**src/rtl/mirror_display_pkg.sv**
```systemverilog
// Shared definitions for the mirror display selector and any other
// Mirror_Display users: the selector codes that drive the mux SS input,
// the button FSM state encoding and a small helper for stepping the selector.
package mirror_display_pkg;

   localparam logic [1:0] SEL_TEMPERATURE = 2'd0;
   localparam logic [1:0] SEL_AVG_MPG     = 2'd1;
   localparam logic [1:0] SEL_INST_MPG    = 2'd2;
   localparam logic [1:0] SEL_MILES_REM   = 2'd3;

   typedef enum logic [1:0] {
      ST_IDLE     = 2'd0,
      ST_DB_PRESS = 2'd1,
      ST_HELD     = 2'd2,
      ST_DB_REL   = 2'd3
   } state_e;

   // Miles remaining wraps back to Temperature through the natural 2-bit overflow.
   function automatic logic [1:0] nextSel(input logic [1:0] sel);
      return sel + 2'd1;
   endfunction

endpackage

```
**src/rtl/mirror_display_selector_sync_2ff.sv**
```systemverilog
// Two-flop synchroniser for a single asynchronous input bit.
// Both flops clear on the asynchronous active-low reset.
module sync_2ff (
   input  logic clk,
   input  logic rst_n,
   input  logic d_i,
   output logic q_o
);

   logic meta_q;
   logic sync_q;

   // The first flop may go metastable; the second gives it a full cycle to settle.
   always_ff @(posedge clk or negedge rst_n) begin
      if (!rst_n) begin
         meta_q <= 1'b0;
         sync_q <= 1'b0;
      end else begin
         meta_q <= d_i;
         sync_q <= meta_q;
      end
   end

   assign q_o = sync_q;

endmodule

```
**src/rtl/mirror_display_selector.sv**
```systemverilog
// Mirror display selector: turns one dashboard pushbutton into the 2-bit SS
// code for the mirror display mux. The button is synchronised and debounced;
// each accepted press steps SS, and a long hold forces it back to Temperature.
// Optional build macro AUTO_SCROLL_EN adds a dwell timer that steps SS on its
// own while auto_en is high and the button is idle.
module mirror_display_selector
   import mirror_display_pkg::*;
#(
   parameter int DEBOUNCE_CYCLES   = 50000,
   parameter int LONG_PRESS_CYCLES = 2000000,
   parameter int DWELL_CYCLES      = 5000000
) (
   input  logic       clk,
   input  logic       rst_n,
   input  logic       btn_raw,
   input  logic       auto_en,
   output logic [1:0] ss,
   output logic       ss_changed
);

   localparam int CW = $clog2(DEBOUNCE_CYCLES);
   localparam int HW = $clog2(LONG_PRESS_CYCLES);

   localparam logic [CW-1:0] DEB_LAST  = CW'(DEBOUNCE_CYCLES - 1);
   localparam logic [HW-1:0] HOLD_LAST = HW'(LONG_PRESS_CYCLES - 1);
   localparam logic [HW-1:0] HOLD_MAX  = {HW{1'b1}};

   logic          btnS;
   state_e        state_q, state_d;
   logic [CW-1:0] cnt_q, cnt_d;
   logic [HW-1:0] hcnt_q, hcnt_d;
   logic          longDone_q, longDone_d;
   logic [1:0]    ss_q, ss_d;
   logic          ssChanged_q;
   logic          btnAdvance;
   logic          longClear;
   logic          dwellExpire;

   sync_2ff uBtnSync (
      .clk   (clk),
      .rst_n (rst_n),
      .d_i   (btn_raw),
      .q_o   (btnS)
   );

   // State register: FSM state, debounce/hold counters, selector and change pulse.
   always_ff @(posedge clk or negedge rst_n) begin
      if (!rst_n) begin
         state_q     <= ST_IDLE;
         cnt_q       <= '0;
         hcnt_q      <= '0;
         longDone_q  <= 1'b0;
         ss_q        <= SEL_TEMPERATURE;
         ssChanged_q <= 1'b0;
      end else begin
         state_q     <= state_d;
         cnt_q       <= cnt_d;
         hcnt_q      <= hcnt_d;
         longDone_q  <= longDone_d;
         ss_q        <= ss_d;
         ssChanged_q <= (ss_d != ss_q);
      end
   end

   // Next-state logic: debounce press and release, then time the hold.
   // Bounce during release drops back to HELD without touching the selector,
   // so a single press can only ever advance SS once.
   always_comb begin
      state_d    = state_q;
      cnt_d      = cnt_q;
      hcnt_d     = hcnt_q;
      longDone_d = longDone_q;
      btnAdvance = 1'b0;
      longClear  = 1'b0;
      case (state_q)
         ST_IDLE: begin
            if (btnS) begin
               state_d = ST_DB_PRESS;
               cnt_d   = '0;
            end
         end
         ST_DB_PRESS: begin
            if (!btnS) begin
               state_d = ST_IDLE;
            end else if (cnt_q == DEB_LAST) begin
               state_d    = ST_HELD;
               hcnt_d     = '0;
               longDone_d = 1'b0;
               btnAdvance = 1'b1;
            end else begin
               cnt_d = cnt_q + 1'b1;
            end
         end
         ST_HELD: begin
            if (hcnt_q != HOLD_MAX) begin
               hcnt_d = hcnt_q + 1'b1;
            end
            if ((hcnt_q == HOLD_LAST) && !longDone_q) begin
               longClear  = 1'b1;
               longDone_d = 1'b1;
            end
            if (!btnS) begin
               state_d = ST_DB_REL;
               cnt_d   = '0;
            end
         end
         ST_DB_REL: begin
            if (btnS) begin
               state_d = ST_HELD;
            end else if (cnt_q == DEB_LAST) begin
               state_d = ST_IDLE;
            end else begin
               cnt_d = cnt_q + 1'b1;
            end
         end
         default: begin
            state_d = ST_IDLE;
         end
      endcase
   end

   // Output logic: long hold wins over any advance; a button advance and a
   // dwell expiry in the same cycle still step the selector only once.
   always_comb begin
      ss_d = ss_q;
      if (longClear) begin
         ss_d = SEL_TEMPERATURE;
      end else if (btnAdvance || dwellExpire) begin
         ss_d = nextSel(ss_q);
      end
   end

`ifdef AUTO_SCROLL_EN
   localparam int DW = $clog2(DWELL_CYCLES);
   localparam logic [DW-1:0] DWELL_LAST = DW'(DWELL_CYCLES - 1);

   logic [DW-1:0] dwell_q, dwell_d;

   // Dwell timer only runs while auto-scroll is requested and the button is idle.
   always_comb begin
      dwell_d     = dwell_q;
      dwellExpire = 1'b0;
      if (!auto_en || (state_q != ST_IDLE) || btnAdvance) begin
         dwell_d = '0;
      end else if (dwell_q == DWELL_LAST) begin
         dwell_d     = '0;
         dwellExpire = 1'b1;
      end else begin
         dwell_d = dwell_q + 1'b1;
      end
   end

   // Dwell counter register.
   always_ff @(posedge clk or negedge rst_n) begin
      if (!rst_n) begin
         dwell_q <= '0;
      end else begin
         dwell_q <= dwell_d;
      end
   end
`else
   logic unusedAutoEn;
   assign unusedAutoEn = auto_en;
   assign dwellExpire  = 1'b0;
`endif

   assign ss         = ss_q;
   assign ss_changed = ssChanged_q;

endmodule

```
**config.mk**
```make
export PLATFORM = sky130hd
export DESIGN_NAME = mirror_display_selector
export DESIGN_NICKNAME = d
export VERILOG_FILES = /design/src/rtl/mirror_display_pkg.sv /design/src/rtl/mirror_display_selector_sync_2ff.sv /design/src/rtl/mirror_display_selector.sv
export SDC_FILE = /design/constraint.sdc
export NUM_CORES = 1
export LEC_CHECK = 0
export BUFFER_PORTS_ARGS = -buffer_cell sky130_fd_sc_hd__buf_2
export CAP_MARGIN = 15
export CELL_PAD_IN_SITES_DETAIL_PLACEMENT = 1
export CELL_PAD_IN_SITES_GLOBAL_PLACEMENT = 1
export CORE_UTILIZATION = 48
export DETAILED_ROUTE_END_ITERATION = 8
export HOLD_SLACK_MARGIN = 0.06
export PLACE_DENSITY = 0.84
export REMOVE_ABC_BUFFERS = 1
export SKIP_CTS_REPAIR_TIMING = 1
export SLEW_MARGIN = 40
export SYNTH_ARGS = -nofsm -noshare
export SYNTH_HDL_FRONTEND = slang
export SYNTH_HIERARCHICAL = 1
export SYNTH_SLANG_ARGS = --single-unit
```
**constraint.sdc**
```tcl
create_clock -name clk -period 2.8 [get_ports clk]
set_input_delay 0.42 -clock clk [delete_from_list [all_inputs] [get_ports clk]]
set_output_delay 0.42 -clock clk [all_outputs]
set_load 0.05 [all_outputs]
```
Yosys cells after proc, flatten, opt, wreduce, memory -nomap -nowiden
Cells that the tools add are included.
- $add $sub $neg: 3
- equal/unequal tests: 16
- multiplexer cells: 28
- reduce and logical (&&, ||, !) cells: 8
- operator list (kind ; number):
    16-bit two-way mux ; 5
    16-bit one-hot mux with 4 select lines ; 1
    21-bit two-way mux ; 3
    21-bit one-hot mux with 2 select lines ; 1
    21-bit by 1-bit adder with 21-bit output (second input constant) ; 1
    21-bit == test (second input constant) ; 1
    21-bit inequality test (second input constant) ; 1
    16-bit by 1-bit adder with 16-bit output (second input constant) ; 1
    16-bit == test (second input constant) ; 1
    2-bit two-way mux ; 8
    4-bit AND reduction ; 4
    2-bit inequality test (second input constant) ; 5
    1-bit two-way mux ; 8
    2-bit one-hot mux with 4 select lines ; 1
    2-bit == test (second input constant) ; 2
    2-bit by 1-bit inequality test with 1-bit output (second input constant) ; 2
    3-bit by 2-bit inequality test with 1-bit output (second input constant) ; 1
    3-bit inequality test (second input constant) ; 1
    2-bit by 1-bit adder with 2-bit output (second input constant) ; 1
    2-bit by 1-bit == test with 1-bit output (second input constant) ; 1
    2-bit logical NOT ; 1
    2-bit inequality test ; 1
    1-bit one-hot mux with 2 select lines ; 1
    2-bit nonzero test ; 1
    2 further kinds ; 2
- flip-flop bits (word level): 45
- input port bits: 4
- word-level logic and storage cells: 63

Logic depth before layout (Yosys ltp)
Gate-level depths: netlist of run 1.
- depth after elaboration: 7
- mapped depth: 8

Hierarchy
The synthesis of run 1 kept the hierarchy.
- modules (own cells, without submodules) (module ; instances ; cells each ; area an instance (um^2) ; sequential area each (um^2)):
    mirror_display_selector ; 1 ; 260 ; 2413.6 ; 1076.0
    sync_2ff ; 1 ; 2 ; 50.0 ; 50.0

Worst setup path before layout of run 1
OpenSTA, ideal clock, no wires.
- kind: register to register
- from: reg cnt_q[7]
- to: reg hcnt_q[7]
- data arrival time: 1.948 ns
- data required time: 2.668 ns
- path slack: 0.720 ns
- cell stages (with the launch flop): 7
- path buffers: 1
- clock period less this slack: 2.080 ns
- cell sequence: dfrtp_1 > or4b_4 > nor4_4 > nand3_4 > nand2_4 > buf_6 > a31oi_1
- longest elaborated chain between the ends: 3
- RTL lines (what ; line ; RTL):
    start, declared ; mirror_display_selector.sv:30 ; logic [CW-1:0] cnt_q, cnt_d;
    start signal, assigned ; mirror_display_selector.sv:57 ; cnt_q <= cnt_d;
    16-bit == test ; mirror_display_selector.sv:85 ; end else if (cnt_q == DEB_LAST) begin
    2-bit inequality test (no source line) ; - ;
    4-bit AND reduction (no source line) ; - ;
    end signal, assigned ; mirror_display_selector.sv:58 ; hcnt_q <= hcnt_d;
    end, declared ; mirror_display_selector.sv:31 ; logic [HW-1:0] hcnt_q, hcnt_d;
No other way between the ends.
A chain may end at the register's enable or synchronous reset.

Worst setup path in the final report of run 1
- from: reg cnt_q[7]
- to: reg hcnt_q[10]
Same word-level chain as after synthesis.

==> results of run 1 <==
==> worst register-to-register path: cells and delay by family (launching register included) <==
kind / cells / cell delay [ns]
AO/OA/AOI/OAI: 1 / 0.13
buffers and inverters: 1 / 0.28
flip-flops: 1 / 0.47
AND/OR/NAND/NOR: 4 / 1.33
==> final cells by class <==
class                   instances  area (sq um)  area share (%)
repair buffers                 12         80.08           3.033
clock inverters                 2         13.76          0.5213
inverters                       6         22.52          0.8531
flip-flops and latches         45          1126           42.65
multi-input cells             197          1231           46.64
well taps                      67         83.83           3.175
clock buffers                   6         82.58           3.128
==> flip-flops by register name, indices dropped and copies added (netlist names), named ones only <==
name             count
hcnt_q              21
cnt_q               16
ss                   2
longDone_q           1
ss_changed           1
state_q              1
uBtnSync/meta_q      1
uBtnSync/q_o         1
==> through the flow <==
step	instance area (sq um)	worst slack [ns]	instances	total power [mW]	util (%)
after floorplan	2377	0.5051	248	0.6992	-
after global placement	2539	0.5018	327	0.7219	52.70
after detailed placement	2544	0.5020	327	0.7250	52.81
after CTS	2640	0.4515	335	1.151	54.81
after global routing	2640	0.3224	335	1.176	54.81
final	2640	0.4590	335	1.137	54.81
==> how the worst min path moves through the flow <==
stage                    start                          to  slack (ns)  cells after the start
2_1_floorplan            rst_n  asynchronous set/reset pin        0.12                      0
3_3_place_gp   uBtnSync/meta_q                uBtnSync/q_o        0.34                      0
3_5_place_dp   uBtnSync/meta_q                uBtnSync/q_o        0.35                      0
4_1_cts                  rst_n                   cnt_q[12]        0.13                      1
5_1_grt                  rst_n                   cnt_q[12]        0.17                      1
6_report                 rst_n                   cnt_q[12]        0.10                      1
==> per-layer routing <==
layer / GRT usage, % / part of all wire, %
met5: 0 / 0
met4: 5.769 / 1.2
met3: 4.115 / 2.9
met2: 37.31 / 46
met1: 33.89 / 50
==> kinds of logic (layout without fill, tap and decap cells) <==
family / count (synthesis) / in the layout / share of synthesized area (%)
compound gates: 73 / 73 / 18.99
xor+xnor: 14 / 14 / 4.977
fa+ha+maj: 2 / 2 / 1.016
buf+inv: 20 / 26 / 4.418
simple gates: 105 / 105 / 23.62
flops: 45 / 45 / 45.71
mux: 3 / 3 / 1.270
==> placed cells by master, fill, tap and decap left out, types with 8 or more instances in the layout <==
| cell type | count |
|---|---|
| a21oi_1 | 19 |
| a31oi_1 | 18 |
| buf_4 | 8 |
| dfrtp_1 | 45 |
| nand2_1 | 29 |
| nand3_1 | 13 |
| nand4_1 | 11 |
| nor2_1 | 18 |
| o21ai_0 | 11 |
| xnor2_1 | 11 |
==> power breakdown <==
part	switching [mW]	internal, mW	leakage (nW)
combinational	0.0322	0.0119	0.422
clock	0.226	0.200	0.0512
sequential	0.00947	0.657	0.620
total	0.268	0.869	1.09
==> flow_metrics.py, run 1 <==
metrics = {
    "run_status": {
        "status": "completed",
    },
    "cts": {
        "clockBufferDepth": 2,
        "cts-buffers-inserted": 5,
        "insertion_delay_ns": 0.30,
        "cts.sink_count": 45,
        "htreeDepth": 2,
        "path_clk_slew_ns": 0.08,
        "cts-root-buf": "clkbuf_8",
        "cts_tree": "done",
    },
    "setup_path": {
        "worstSetupEndpointType": "flip-flop",
        "path_cells": "or4b_4, nor4_4, buf_4, nand3_4, nand2_4, a31oi_1",
        "cp_num_cells": 6,
        "arrival_ns": 2.51,
        "cp_slowest_cell": "or4b_4",
        "reg2reg_setup_slack_ns": 0.46,
        "reg2reg_depth": 6,
        "cpLargestDelayFamily": "simple AND/OR/NAND/NOR gates",
        "timing.rr.start": "cnt_q[7]",
        "max_stage_delay_ns": 0.56,
        "startpoint_type": "flip-flop",
        "critPathLaunch": "cnt_q[7]",
        "critical_path_required_ns": 2.97,
        "worst-setup-path-type": "reg2reg",
        "cp_max_fo": 16,
        "worst-path-buf-inv": 1,
        "rr_endpoint": "hcnt_q[10]",
        "crit_end": "hcnt_q[10]",
    },
    "global_route": {
        "grt_pass1_wl_mm": 9.798,
        "antenna_found_initial": 0,
        "first_global_vias": 1989,
        "grt_usage_pct": 23.67,
        "overflow": 0,
        "grt_max_degree": 46,
    },
    "sta": {
        "worstMarginPinSlew_ns": 0.6291,
        "max_freq_mhz": 427.2,
        "relSlewSlack_pct": 57.76,
        "holdWs_ns": 0.1007,
        "clock_skew_ns": 0.008219,
        "setup_tns_ns": 0,
        "setup_viol": 0,
        "hold_viol": 0,
        "period_needed_ns": 2.341,
        "period_share_pct": 83.61,
        "drv_slew": 0,
        "rsz0062_at_grt": "no",
    },
    "final_layout": {
        "synthToLayoutAreaGrowth_pct": 7.161,
        "num-nets-final": 273,
        "fillers": 577,
        "drive_gt1_share_pct": 12.31,
        "num_antenna_cells": 0,
    },
    "die": {
        "start_util_pct": 51.14,
        "coreArea_sq_um": 4817,
        "io-pin-count": 7,
        "dieArea_sq_um": 5423,
        "rows": 25,
        "die_w_um": 73.64,
        "die_y_um": 73.64,
    },
    "detailed_routing": {
        "dr.pass1.iters": 4,
        "routed_wl_mm": 5.749,
        "drt-initial-drc-count": 105,
        "drc_errors": 0,
        "wl_per_cell_um": 17.16,
        "ant_nets": 0,
        "via_per_inst": 6.134,
        "route.vias.total": 2055,
    },
    "yosys": {
        "synth_area_per_cell_sq_um": 9.403,
        "synth_common_cells": "dfrtp_1, nand2_1, a21oi_1, nor2_1, a31oi_1",
        "ys_async_sr_fraction_pct": 100.0,
        "yosysWarnings": 6,
        "synth_largest_area_cell": "dfrtp_1",
        "synth_flop_cell": "dfrtp_1",
        "synth_top_area_share_pct": 45.71,
        "netlist_area_sq_um": 2464,
        "ys_seq_elements": 45,
        "syn_inst": 262,
        "ys_types": 44,
        "synth_area_leaders": "dfrtp_1, a31oi_1, nand2_1",
        "yosysMostFrequentCell": "dfrtp_1",
        "yosysSeqAreaShare_pct": 45.71,
        "synth-edff-count": 0,
    },
    "power": {
        "p_leak_nw": 1.093,
        "power.density_nw_per_um2": 430.7,
        "ir_drop_mv": 0.3094,
    },
    "place": {
        "port-buffer-count": 5,
        "hpwl_mm": 3.811,
        "gp_congestion": 0.7710,
    },
    "min_path": {
        "min_path_type": "in2async",
    },
    "flow_run": {
        "cap_violations": 0,
    },
}
Power figures use the tool's default switching activity.
==> inputs of run 2 (changes only) <==
- clock period: 2.8 -> 2.3 ns (I/O delays scaled with it)
==> flow_metrics.py, run 2 (same netlist as run 1, synthesis figures left out) <==
metrics = {
    "final_layout": {
        "regMostFlops": "hcnt_q",
        "instances_no_fill": 342,
        "fillers": 576,
        "num_antenna_cells": 0,
        "drive_gt1_share_pct": 14.91,
        "num-nets-final": 280,
        "final_cell_mix": "dfrtp_1, nand2_1, a21oi_1, nor2_1, a31oi_1",
        "finalCoreUtilization_pct": 56.21,
        "largest_reg_flops": 21,
        "synthToLayoutAreaGrowth_pct": 9.904,
        "layout_commonest_cell": "dfrtp_1",
    },
    "setup_path": {
        "cp_common_cell": "nand4_1",
        "worst-setup-path-type": "reg2reg",
        "reg2reg_setup_slack_ns": 0.09,
        "critPathLaunch": "cnt_q[0]",
        "reg2reg_depth": 7,
        "cp_slowest_cell": "dfrtp_1",
        "cpLargestDelayFamily": "simple AND/OR/NAND/NOR gates",
        "cp_num_cells": 7,
        "startpoint_type": "flip-flop",
        "arrival_ns": 2.44,
        "worst-path-buf-inv": 1,
        "rr_endpoint": "cnt_q[13]",
        "timing.rr.start": "cnt_q[0]",
        "cp_max_fo": 12,
        "worstSetupEndpointType": "flip-flop",
        "critical_path_required_ns": 2.53,
        "crit_end": "cnt_q[13]",
        "max_stage_delay_ns": 0.43,
        "path_cells": "ha_1, nand4_1, nor4_4, buf_4, a21oi_1, nand4_1, mux2i_1",
    },
    "die": {
        "coreArea_sq_um": 4817,
        "io-pin-count": 7,
        "dieArea_sq_um": 5423,
        "die_w_um": 73.64,
        "die_y_um": 73.64,
        "start_util_pct": 51.14,
        "rows": 25,
    },
    "detailed_routing": {
        "dr.pass1.iters": 4,
        "drc_errors": 0,
        "via_per_inst": 6.254,
        "route.vias.total": 2139,
        "ant_nets": 0,
        "wl_met1_mm": 3.139,
        "dr_wl_met2_mm": 3.021,
        "highest-signal-layer": "met4",
        "drt-initial-drc-count": 157,
        "routed_wl_mm": 6.458,
        "routed-wl-met3_um": 194,
        "wl_per_cell_um": 18.88,
    },
    "power": {
        "power.density_nw_per_um2": 518.7,
        "clkPwrFrac_pct": 38.0,
        "power.internal_mw": 1.060,
        "p_sw_share_pct": 24.51,
        "p_leak_nw": 1.132,
        "ir_drop_mv": 0.3043,
        "p_sw_mw": 0.3443,
        "p_comb_share_pct": 3.9,
        "power_frac_seq_pct": 58.1,
    },
    "cts": {
        "clockBufferDepth": 2,
        "insertion_delay_ns": 0.31,
        "cts.sink_count": 45,
        "cts-root-buf": "clkbuf_8",
        "cts-buffers-inserted": 5,
        "path_clk_slew_ns": 0.09,
        "cts_tree": "done",
        "htreeDepth": 2,
    },
    "place": {
        "port-buffer-count": 5,
        "hpwl_mm": 4.188,
        "gp_congestion": 0.8271,
        "dpl.cell_count": 333,
        "detailedPlace.worstSlack_ns": 0.1821,
    },
    "global_route": {
        "antenna_found_initial": 0,
        "overflow": 0,
        "grt_usage_pct": 26.60,
        "grt_pass1_wl_mm": 10.82,
        "first_global_vias": 2124,
        "grt_max_degree": 24,
    },
    "sta": {
        "setup_ws_ns": 0.08865,
        "setup_tns_ns": 0,
        "hold_viol": 0,
        "max_freq_mhz": 452.2,
        "period_share_pct": 96.15,
        "setup_viol": 0,
        "clock_skew_ns": 0.01227,
        "period_needed_ns": 2.211,
        "drv_slew": 0,
        "worstMarginPinSlew_ns": 0.6273,
        "relSlewSlack_pct": 57.88,
        "rsz0062_at_grt": "yes",
    },
    "min_path": {
        "min_path_type": "in2async",
    },
    "run_status": {
        "status": "completed",
    },
    "flow_run": {
        "cap_violations": 0,
    },
}
==> run 2: cell count changes in the layout (fill, tap and decap cells not counted), sizes merged <==
| cell | change |
|---|---|
| buf | +7 |
==> run 2: power by group through the flow <==
stage | sequential, mW | combinational [mW] | clock [mW]
floorplan | 0.827 | 0.0241 | 0
detailed placement | 0.831 | 0.0544 | 0
global route | 0.818 | 0.0634 | 0.563
CTS | 0.816 | 0.0562 | 0.542
finish | 0.816 | 0.0546 | 0.534
global placement | 0.830 | 0.0512 | 0
==> run 2: worst min-delay path by stage <==
stage / depth (start not counted) / startpoint / slack [ns] / end
2_1_floorplan: 0 / rst_n / 0.05 / asynchronous set/reset pin
3_3_place_gp: 0 / uBtnSync/meta_q / 0.34 / uBtnSync/q_o
3_5_place_dp: 0 / uBtnSync/meta_q / 0.35 / uBtnSync/q_o
4_1_cts: 1 / rst_n / 0.03 / cnt_q[14]
5_1_grt: 1 / rst_n / 0.06 / hcnt_q[6]
6_report: 1 / rst_n / 0.01 / hcnt_q[7]
==> run 2: routing by layer <==
metal  GRT usage [%]  vias to the layer above
li1                -                      999
met1           37.54                     1087
met2           42.30                       41
met3           4.252                       12
met4           7.479                        0
met5               0                        -
==> run 2: final cells by class <==
cell class / count / area [sq um] / area share [%]
Clock buffer: 6 / 82.58 / 3.050
Clock inverter: 2 / 13.76 / 0.5083
Inverter: 6 / 22.52 / 0.8318
Multi-Input combinational cell: 197 / 1236 / 45.66
Sequential cell: 45 / 1126 / 41.59
Tap cell: 67 / 83.83 / 3.096
Timing Repair Buffer: 19 / 142.6 / 5.268
==> run 2: through the flow <==
| step | hold slack [ns] | cell area, sq um | total power [mW] |
|---|---|---|---|
| after detailed placement | 0.3484 | 2599 | 0.8856 |
| after floorplan | 0.04941 | 2377 | 0.8512 |
| after global placement | 0.3381 | 2596 | 0.8812 |
| after global routing | 0.06118 | 2708 | 1.444 |
| final | 0.01219 | 2708 | 1.404 |
| after CTS | 0.03083 | 2695 | 1.414 |
